==> config.mk <==
export PLATFORM = sky130hd
export DESIGN_NAME = control_sequencer_flat
export DESIGN_NICKNAME = d
export VERILOG_FILES = /design/src/rtl/control_sequencer_if.sv /design/src/rtl/control_sequencer.sv /design/src/flat_wrapper.sv
export SDC_FILE = /design/constraint.sdc
export NUM_CORES = 1
export LEC_CHECK = 0
export CORE_ASPECT_RATIO = 1.75
export CORE_MARGIN = 1
export CORE_UTILIZATION = 27
export DETAILED_ROUTE_END_ITERATION = 6
export GPL_TIMING_DRIVEN = 1
export PLACE_DENSITY_LB_ADDON = 0.1
export SYNTH_ARGS = -nofsm -noshare
export SYNTH_HDL_FRONTEND = slang
export SYNTH_SLANG_ARGS = --single-unit
==> constraint.sdc <==
create_clock -name Clock -period 1.7 [get_ports Clock]
set_input_delay 0.34 -clock Clock [delete_from_list [all_inputs] [get_ports Clock]]
set_output_delay 0.34 -clock Clock [all_outputs]
set_load 0.005 [all_outputs]
==> src/rtl/control_sequencer_if.sv <==
// Datapath control bus between control_sequencer and ALU_System.
// master = sequencer (drives controls, reads IROut/ALU_Flag); slave = datapath.
interface control_sequencer_if;
  logic [15:0] IROut;
  logic [3:0]  ALU_Flag;
  logic [2:0]  RF_OutASel;
  logic [2:0]  RF_OutBSel;
  logic [1:0]  RF_FunSel;
  logic [3:0]  RF_RSel;
  logic [3:0]  RF_TSel;
  logic [3:0]  ALU_FunSel;
  logic [1:0]  ARF_OutCSel;
  logic [1:0]  ARF_OutDSel;
  logic [1:0]  ARF_FunSel;
  logic [3:0]  ARF_RegSel;
  logic        IR_LH;
  logic        IR_Enable;
  logic [1:0]  IR_Funsel;
  logic        Mem_WR;
  logic        Mem_CS;
  logic [1:0]  MuxASel;
  logic [1:0]  MuxBSel;
  logic        MuxCSel;

  modport master (
    input  IROut, ALU_Flag,
    output RF_OutASel, RF_OutBSel, RF_FunSel,
    output RF_RSel, RF_TSel, ALU_FunSel,
    output ARF_OutCSel, ARF_OutDSel,
    output ARF_FunSel, ARF_RegSel,
    output IR_LH, IR_Enable, IR_Funsel,
    output Mem_WR, Mem_CS,
    output MuxASel, MuxBSel, MuxCSel
  );

  modport slave (
    output IROut, ALU_Flag,
    input  RF_OutASel, RF_OutBSel, RF_FunSel,
    input  RF_RSel, RF_TSel, ALU_FunSel,
    input  ARF_OutCSel, ARF_OutDSel,
    input  ARF_FunSel, ARF_RegSel,
    input  IR_LH, IR_Enable, IR_Funsel,
    input  Mem_WR, Mem_CS,
    input  MuxASel, MuxBSel, MuxCSel
  );
endinterface

==> src/rtl/control_sequencer.sv <==
// Hardwired fetch/decode/execute sequencer for ALU_System.
// Ports: Clock, Reset (sync, high), Run, bus (master), Halted, Illegal, Step.
module control_sequencer (
  input  logic                       Clock,
  input  logic                       Reset,
  input  logic                       Run,
  control_sequencer_if.master        bus,
  output logic                       Halted,
  output logic                       Illegal,
  output logic [2:0]                 Step
);

  localparam logic [1:0] PC_SEL = 2'b00;
  localparam logic [1:0] AR_SEL = 2'b01;

  localparam logic [3:0] OP_ALU = 4'h0;
  localparam logic [3:0] OP_LDI = 4'h1;
  localparam logic [3:0] OP_LD  = 4'h2;
  localparam logic [3:0] OP_ST  = 4'h3;
  localparam logic [3:0] OP_BRA = 4'h4;
  localparam logic [3:0] OP_BZ  = 4'h5;
  localparam logic [3:0] OP_HLT = 4'h6;

  // Encoding doubles as the Step value.
  typedef enum logic [2:0] {
    S_T0   = 3'd0,
    S_T1   = 3'd1,
    S_T2   = 3'd2,
    S_T3   = 3'd3,
    S_HALT = 3'd7
  } state_t;

  state_t state, state_n;

  logic [3:0] op;
  logic [1:0] dst, src;
  logic [3:0] dst_oh;
  logic       unused_bits;

  assign op     = bus.IROut[15:12];
  assign dst    = bus.IROut[11:10];
  assign src    = bus.IROut[9:8];
  assign dst_oh = 4'b1000 >> dst;
  // imm[3:0] and C/N/O flags are datapath-only.
  assign unused_bits = ^{bus.IROut[3:0], bus.ALU_Flag[2:0]};

  always_ff @(posedge Clock) begin
    if (Reset) state <= S_T0;
    else       state <= state_n;
  end

  always_comb begin
    state_n = state;
    unique case (state)
      S_T0: if (Run) state_n = S_T1;
      S_T1: state_n = S_T2;
      S_T2: begin
        unique case (1'b1)
          (op == OP_LD),
          (op == OP_ST):  state_n = S_T3;
          (op == OP_HLT): state_n = S_HALT;
          default:        state_n = S_T0;
        endcase
      end
      S_T3:   state_n = S_T0;
      S_HALT: state_n = S_HALT;
      default: state_n = S_T0;
    endcase
  end

  always_comb begin
    bus.RF_OutASel  = 3'b000;
    bus.RF_OutBSel  = 3'b000;
    bus.RF_FunSel   = 2'b01;
    bus.RF_RSel     = 4'b0000;
    bus.RF_TSel     = 4'b0000;
    bus.ALU_FunSel  = 4'b0000;
    bus.ARF_OutCSel = 2'b00;
    bus.ARF_OutDSel = 2'b00;
    bus.ARF_FunSel  = 2'b01;
    bus.ARF_RegSel  = 4'b0000;
    bus.IR_LH       = 1'b0;
    bus.IR_Enable   = 1'b0;
    bus.IR_Funsel   = 2'b01;
    bus.Mem_WR      = 1'b0;
    bus.Mem_CS      = 1'b1;
    bus.MuxASel     = 2'b00;
    bus.MuxBSel     = 2'b00;
    bus.MuxCSel     = 1'b0;
    Halted          = 1'b0;
    Illegal         = 1'b0;
    Step            = state;
    if (Reset) begin
      // Clear every register on the reset cycle.
      bus.RF_RSel    = 4'b1111;
      bus.RF_TSel    = 4'b1111;
      bus.RF_FunSel  = 2'b00;
      bus.ARF_RegSel = 4'b1110;
      bus.ARF_FunSel = 2'b00;
      bus.IR_Enable  = 1'b1;
      bus.IR_Funsel  = 2'b00;
      Step           = 3'd0;
    end else begin
      unique case (state)
        S_T0, S_T1: begin
          if (Run || state == S_T1) begin
            bus.ARF_OutDSel = PC_SEL;
            bus.Mem_CS      = 1'b0;
            bus.IR_Enable   = 1'b1;
            bus.IR_LH       = (state == S_T1);
            bus.ARF_RegSel  = 4'b1000;
            bus.ARF_FunSel  = 2'b11;
          end
        end
        S_T2: begin
          unique case (1'b1)
            (op == OP_ALU): begin
              bus.RF_OutASel = {1'b1, dst};
              bus.RF_OutBSel = {1'b1, src};
              bus.ALU_FunSel = bus.IROut[7:4];
              bus.RF_RSel    = dst_oh;
            end
            (op == OP_LDI): begin
              bus.MuxASel = 2'b10;
              bus.RF_RSel = dst_oh;
            end
            (op == OP_LD), (op == OP_ST): begin
              bus.MuxBSel    = 2'b10;
              bus.ARF_RegSel = 4'b0100;
            end
            (op == OP_BRA): begin
              bus.MuxBSel    = 2'b10;
              bus.ARF_RegSel = 4'b1000;
            end
            (op == OP_BZ): begin
              if (bus.ALU_Flag[3]) begin
                bus.MuxBSel    = 2'b10;
                bus.ARF_RegSel = 4'b1000;
              end
            end
            (op == OP_HLT): ;
            default: Illegal = 1'b1;
          endcase
        end
        S_T3: begin
          bus.ARF_OutDSel = AR_SEL;
          bus.Mem_CS      = 1'b0;
          if (op == OP_ST) begin
            bus.RF_OutASel = {1'b1, src};
            bus.Mem_WR     = 1'b1;
          end else begin
            bus.MuxASel = 2'b01;
            bus.RF_RSel = dst_oh;
          end
        end
        S_HALT: Halted = 1'b1;
        default: ;
      endcase
    end
  end

endmodule

==> src/flat_wrapper.sv <==
// flat-port wrapper written by rule: the top's interface ports become plain ports
module control_sequencer_flat 
  (Clock, Reset, Run, Halted, Illegal, Step, bus_IROut, bus_ALU_Flag, bus_RF_OutASel, bus_RF_OutBSel, bus_RF_FunSel, bus_RF_RSel, bus_RF_TSel, bus_ALU_FunSel, bus_ARF_OutCSel, bus_ARF_OutDSel, bus_ARF_FunSel, bus_ARF_RegSel, bus_IR_LH, bus_IR_Enable, bus_IR_Funsel, bus_Mem_WR, bus_Mem_CS, bus_MuxASel, bus_MuxBSel, bus_MuxCSel);
  control_sequencer_if bus_i ();
  input  logic Clock;
  input  logic Reset;
  input  logic Run;
  output logic Halted;
  output logic Illegal;
  output logic [2:0] Step;
  input wire logic [$bits(bus_i.IROut)-1:0] bus_IROut;
  input wire logic [$bits(bus_i.ALU_Flag)-1:0] bus_ALU_Flag;
  output wire logic [$bits(bus_i.RF_OutASel)-1:0] bus_RF_OutASel;
  output wire logic [$bits(bus_i.RF_OutBSel)-1:0] bus_RF_OutBSel;
  output wire logic [$bits(bus_i.RF_FunSel)-1:0] bus_RF_FunSel;
  output wire logic [$bits(bus_i.RF_RSel)-1:0] bus_RF_RSel;
  output wire logic [$bits(bus_i.RF_TSel)-1:0] bus_RF_TSel;
  output wire logic [$bits(bus_i.ALU_FunSel)-1:0] bus_ALU_FunSel;
  output wire logic [$bits(bus_i.ARF_OutCSel)-1:0] bus_ARF_OutCSel;
  output wire logic [$bits(bus_i.ARF_OutDSel)-1:0] bus_ARF_OutDSel;
  output wire logic [$bits(bus_i.ARF_FunSel)-1:0] bus_ARF_FunSel;
  output wire logic [$bits(bus_i.ARF_RegSel)-1:0] bus_ARF_RegSel;
  output wire logic [$bits(bus_i.IR_LH)-1:0] bus_IR_LH;
  output wire logic [$bits(bus_i.IR_Enable)-1:0] bus_IR_Enable;
  output wire logic [$bits(bus_i.IR_Funsel)-1:0] bus_IR_Funsel;
  output wire logic [$bits(bus_i.Mem_WR)-1:0] bus_Mem_WR;
  output wire logic [$bits(bus_i.Mem_CS)-1:0] bus_Mem_CS;
  output wire logic [$bits(bus_i.MuxASel)-1:0] bus_MuxASel;
  output wire logic [$bits(bus_i.MuxBSel)-1:0] bus_MuxBSel;
  output wire logic [$bits(bus_i.MuxCSel)-1:0] bus_MuxCSel;
  assign bus_i.IROut = bus_IROut;
  assign bus_i.ALU_Flag = bus_ALU_Flag;
  assign bus_RF_OutASel = bus_i.RF_OutASel;
  assign bus_RF_OutBSel = bus_i.RF_OutBSel;
  assign bus_RF_FunSel = bus_i.RF_FunSel;
  assign bus_RF_RSel = bus_i.RF_RSel;
  assign bus_RF_TSel = bus_i.RF_TSel;
  assign bus_ALU_FunSel = bus_i.ALU_FunSel;
  assign bus_ARF_OutCSel = bus_i.ARF_OutCSel;
  assign bus_ARF_OutDSel = bus_i.ARF_OutDSel;
  assign bus_ARF_FunSel = bus_i.ARF_FunSel;
  assign bus_ARF_RegSel = bus_i.ARF_RegSel;
  assign bus_IR_LH = bus_i.IR_LH;
  assign bus_IR_Enable = bus_i.IR_Enable;
  assign bus_IR_Funsel = bus_i.IR_Funsel;
  assign bus_Mem_WR = bus_i.Mem_WR;
  assign bus_Mem_CS = bus_i.Mem_CS;
  assign bus_MuxASel = bus_i.MuxASel;
  assign bus_MuxBSel = bus_i.MuxBSel;
  assign bus_MuxCSel = bus_i.MuxCSel;
  control_sequencer u_core (.Clock(Clock), .Reset(Reset), .Run(Run), .bus(bus_i), .Halted(Halted), .Illegal(Illegal), .Step(Step));
endmodule
---- Yosys cells after proc, flatten, opt, wreduce, memory -nomap -nowiden ----
Cells that the tools add are included.
storage, ports and cells
  bits in registers ....................... 3
  bits of input ports ..................... 23
  output and inout port bits .............. 46
  logic and storage cells ................. 76
cells by class
  equality and inequality tests ........... 11
  shifts and indexed selects .............. 1
  mux-type cells .......................... 55
  reductions and logical operators ........ 8
operators with widths
  cell                                               count
  2-to-1 mux 4 bit                                   10
  2-to-1 mux 3 bit                                   8
  2-to-1 mux 1 bit                                   20
  2-to-1 mux 2 bit                                   8
  one-hot mux 4 bit (2 select lines)                 2
  == test 4 x 3 -> 1 bit (second input constant)     3
  one-hot mux 3 bit (2 select lines)                 2
  one-hot mux 3 bit (4 select lines)                 1
  one-hot mux 4 bit (3 select lines)                 1
  == test 4 x 2 -> 1 bit (second input constant)     2
  one-hot mux 2 bit (2 select lines)                 2
  OR reduction 7 bit                                 1
  == test 3 x 2 -> 1 bit (second input constant)     2
  OR reduction 2 bit                                 3
  == test 4 x 1 -> 1 bit (second input constant)     1
  logical NOT 4 bit                                  1
  right shift 4 x 2 -> 4 bit (first input constant)  1
  == test 3 x 1 -> 1 bit (second input constant)     1
  == test 3 bit (second input constant)              1
  logical NOT 3 bit                                  1
  OR reduction 3 bit                                 1
  inequality test 2 bit (second input constant)      1
  one-hot mux 1 bit (2 select lines)                 1
  logical OR 1 bit                                   1

---- Logic depth before layout (Yosys ltp) ----
  word-level depth ........................ 5
  gate-level depth with buffers ........... 4

---- Worst setup path before layout ----
OpenSTA, ideal clock, no wires.
  kind .................................... flip-flop to output port
  from .................................... reg u_core.state[2]
  to ...................................... out bus_ALU_FunSel[0]
  arrival time ............................ 1.199 ns
  required time ........................... 1.360 ns
  path slack .............................. 0.161 ns
  stages on the path, launching flop included .. 5
  path through ............................ dfxtp_1 -> nor4b_4 -> and3_1 -> buf_4 -> and2_1
on the way
  longest elaborated chain between the ends .. 3
RTL lines
  element                   RTL line                  text
  start: declaration        control_sequencer.sv:33   state_t state, state_n;
  start signal: assignment  control_sequencer.sv:49   else state <= state_n;
  == test 3 x 2 -> 1 bit    control_sequencer.sv:104  unique case (state)
  2-to-1 mux 4 bit          control_sequencer.sv:104
  2-to-1 mux 4 bit          control_sequencer.sv:93   if (Reset) begin
  end: declaration          flat_wrapper.sv:18        output wire logic [$bits(bus_i.ALU_FunSel)-1:0] bus_ALU_FunSel;
Every way passes these cells.

---- Worst setup path after layout ----
  from .................................... reg u_core.state[2]
  to ...................................... out bus_RF_RSel[0]
on the way
  longest elaborated chain between the ends .. 3
  elaborated cells between the ends (all ways) .. 4
  classes of those cells .................. eq/ne: 2; mux: 2
RTL lines
  element                                 RTL line                  text
  == test 3 x 2 -> 1 bit                  control_sequencer.sv:104
  one-hot mux 4 bit (2 select lines) (*)  control_sequencer.sv:104
  2-to-1 mux 4 bit (*)                    control_sequencer.sv:93
  end: declaration                        flat_wrapper.sv:16        output wire logic [$bits(bus_i.RF_RSel)-1:0] bus_RF_RSel;
Mark *: on every way between the ends. The rest lies on a longest branch, timed or not.

==> run summary <==
- 818 — number of global-route vias before repair
- 3 — clock buffer count from CTS
- flop to output pin — class of the most critical setup path
- 1.36 ns — Data required, critical path
- setup timing — violations in the final reports
- finished, violations left — status
- 65.0 µm — height of the chip
- 1 — level count of the clock H-tree
- 12.3 µm — Wirelength per Cell
- 0% — share of flip-flops with an asynchronous set or reset after synthesis
- 1.90 ns — minimum clock period after layout
- 0% — Adder-Cell Fraction of Synth Area
- 28.9% — initial cell density of the core
- 174 µm — met3 routed wirelength
- 28 — count of different cell masters after synthesis
- 69 — ports placed on the boundary
- 0.786 — routability congestion estimate from global placement
- met4 — top routing layer used
- 0.40 ns — flop2flop setup slack
- 6.66 µm² — mean cell area of the mapped netlist
- simple AND/OR/NAND/NOR gates — main combinational cell family by area after synthesis
- 0% — proportion of synthesized area in mux cells
- 0 — Ys Warns
- 0% — Synth Area in XOR/XNOR
- 0 — Antenna Diode Count
- 0 — grt total ovfl
- 19.9% — GRT Util Overall
- 1.41 mm — met2 WL
- 815 µm — met1 wire length
- 53 — count of input and output buffers
- input pin to flop — path category of the worst min-delay check
- 0 — # DRC
- 19.6% — share of Yosys cell area claimed by the top area cell type
- 305 nW/µm² — power density cells
- 2470 µm² — Die ar.
- 2120 µm² — standard cell core area
- true — unrepaired setup endpoints after global routing
- 3 — top fanout value on the critical path
- 0 — number of antenna-violating nets in the routed design
- u_core.state — register containing the most flip-flops in the final layout
- 0.576 ns — worst hold slack
- 9.80% — share of the yosys chip area belonging to registers
- u_core.state: 3 flops — largest registers
- 112% — share of the cycle needed by the critical path after routing
- 0.00202 ns — maximum clock skew at final layout
- flop — critical path startpoint category
- 3.58 mm — global-route wire length before repair
- 0.000708 µW — leakage power of the design
- -0.196 ns — setup ws final
- 92 — number of cells produced by synthesis
- 201 — net count reported at finish
- 16 — endpoints failing setup
- 4 — detailed-router iteration count before antenna repair
- 139% — area growth from synthesis to layout
- 3 — total number of clock tree sinks
- 0 — number of maximum-capacitance constraint violations
- 1.56 ns — Worst EP arrival
- 527 MHz — fmax
- 4.74 — routed vias/inst
- 0 — antenna violations before repair
- 2 — deepest clock path buffer count
- 0 — number of enable-type register cells in the synthesized netlist
- 2.46 mm — sum of routed wire length over all layers
- 0 — Hold Violations, Final
- 1.69 mm — Detailed Place HPWL
- 20.2% — Synth Area in Compound Gates
- 0.04 ns — Clock transition at path regs
- 45.5% — post-synthesis simple-gate area fraction
- 3 — post-synthesis sequential element count
- sky130_fd_sc_hd__buf_4 — top cell type by total area after synthesis
- 0.24 ns — Skew-Pair Late Insertion Delay
- sky130_fd_sc_hd__buf_4 (20%), sky130_fd_sc_hd__dfxtp_1 (9.8%), sky130_fd_sc_hd__and2_1 (9.2%), sky130_fd_sc_hd__a31o_2 (5.7%), sky130_fd_sc_hd__nand2_1 (4.3%) — top cells by area, synth
- 58.8% — layout cell share with drive strength beyond 1
- 0.000347 V — worst voltage drop across the vdd grid
- 3 — Largest register FFs
- sky130_fd_sc_hd__dfxtp_1 — primary flip-flop cell chosen by synthesis mapping
- 1460 µm² — final design area excluding fillers
- 613 µm² — total standard cell area after synthesis
- built — TritonCTS clock tree
- 952 — routed vias
- 1270 µm² — Post-DP Area
- 0 — final slew viol count
- 10 — pin count of the biggest net entering global routing
- 38.0 µm — die width
- 14 — count of routing violations after the opening detailed-route iteration
- 22 — count of standard-cell rows
- sky130_fd_sc_hd__clkbuf_4 — CTS root buffer
- output pin — category of the worst setup path capture point
## layout by cell type (no fill, tap or decap), types with 3 or more instances in the layout
master / count
sky130_fd_sc_hd__buf_4: 29
sky130_fd_sc_hd__buf_2: 20
sky130_fd_sc_hd__clkdlybuf4s50_1: 13
sky130_fd_sc_hd__buf_6: 13
sky130_fd_sc_hd__dlygate4sd2_1: 9
sky130_fd_sc_hd__and2_1: 8
sky130_fd_sc_hd__conb_1: 8
sky130_fd_sc_hd__inv_1: 4
sky130_fd_sc_hd__nor2_1: 4
sky130_fd_sc_hd__nand2_1: 4
sky130_fd_sc_hd__nand3_1: 3
sky130_fd_sc_hd__nand3b_1: 3
sky130_fd_sc_hd__clkbuf_4: 3
sky130_fd_sc_hd__clkbuf_2: 3
sky130_fd_sc_hd__dfxtp_2: 3
## kinds of logic after synthesis
group | Yosys count
other cells | 1
simple gates | 47
flops | 3
compound gates | 18
buf+inv | 23
## worst max-delay path, cell delays in order, from the launching register on
cell and delay [ns]:
sky130_fd_sc_hd__dfxtp_2 0.34, sky130_fd_sc_hd__nor4b_4 0.29, sky130_fd_sc_hd__buf_4 0.17, sky130_fd_sc_hd__o2bb2ai_2 0.09, sky130_fd_sc_hd__buf_4 0.13, sky130_fd_sc_hd__buf_6 0.09, sky130_fd_sc_hd__a31o_4 0.13, sky130_fd_sc_hd__buf_6 0.08
## per-layer routing
layer	up-vias	global-route usage, %
li1	470	-
met1	441	19.3
met2	35	35.2
met3	6	3.77
met4	0	12.9
met5	-	0
## area by class of cell
cell class / instances / area [µm²]
clock buffers: 4 / 26.3
fillers: 190 / 657
flip-flops and latches: 3 / 63.8
multi-input cells: 73 / 569
well taps: 24 / 30.0
inverters: 5 / 18.8
repair buffers: 92 / 754
## power by group
part           leakage, µW  switching (µW)  internal [µW]
clock network    0.0000150            40.8           88.2
registers        0.0000258            3.38           74.3
logic             0.000667             101            139
## cell usage after synthesis (2+ instances only)
cell / instances
sky130_fd_sc_hd__inv_1: 5
sky130_fd_sc_hd__a21oi_1: 4
sky130_fd_sc_hd__nand3b_1: 3
sky130_fd_sc_hd__nor2b_1: 4
sky130_fd_sc_hd__and2_1: 9
sky130_fd_sc_hd__o21ai_0: 3
sky130_fd_sc_hd__nor2_1: 7
sky130_fd_sc_hd__nand3_1: 5
sky130_fd_sc_hd__nand2b_1: 2
sky130_fd_sc_hd__a31oi_1: 2
sky130_fd_sc_hd__dfxtp_1: 3
sky130_fd_sc_hd__nor3_1: 3
sky130_fd_sc_hd__a31o_2: 4
sky130_fd_sc_hd__and3_1: 2
sky130_fd_sc_hd__clkbuf_1: 2
sky130_fd_sc_hd__nand2_1: 7
sky130_fd_sc_hd__buf_4: 16
## what timing repair did
| item | CTS | global route |
|---|---|---|
| hold buffers | 0 | 0 |
| gates resized for setup | 151 | 22 |
| gates cloned | 0 | 0 |
| pin swaps | 20 | 6 |
| endpoints found under the setup margin | 38 | 26 |
| setup buffers | 11 | 4 |
## worst paths after layout
| check | start | end | depth (start not counted) |
|---|---|---|---|
| setup / recovery | u_core.state[2] | bus_RF_RSel[0] | 7 |
| hold / removal | bus_IROut[13] | u_core.state[1] | 4 |
| setup reg to reg | u_core.state[2] | u_core.state[2] | 6 |
| hold reg to reg | u_core.state[1] | u_core.state[2] | 4 |
## through the flow
step / power (µW) / cells / setup TNS (ns) / utilization [%] / worst slack, ns
after global placement: 281 / 184 / -19.04 / 59.8 / -0.756
after CTS: 439 / 198 / -1.86 / 66.9 / -0.193
final: 447 / 201 / -1.76 / 69.0 / -0.196
after detailed placement: 283 / 184 / -19.65 / 59.8 / -0.766
after global routing: 471 / 201 / -2.90 / 69.0 / -0.248
after floorplan: 160 / 99 / 0 / - / 0.161
Note: power is estimated with default switching activity, not from simulation.
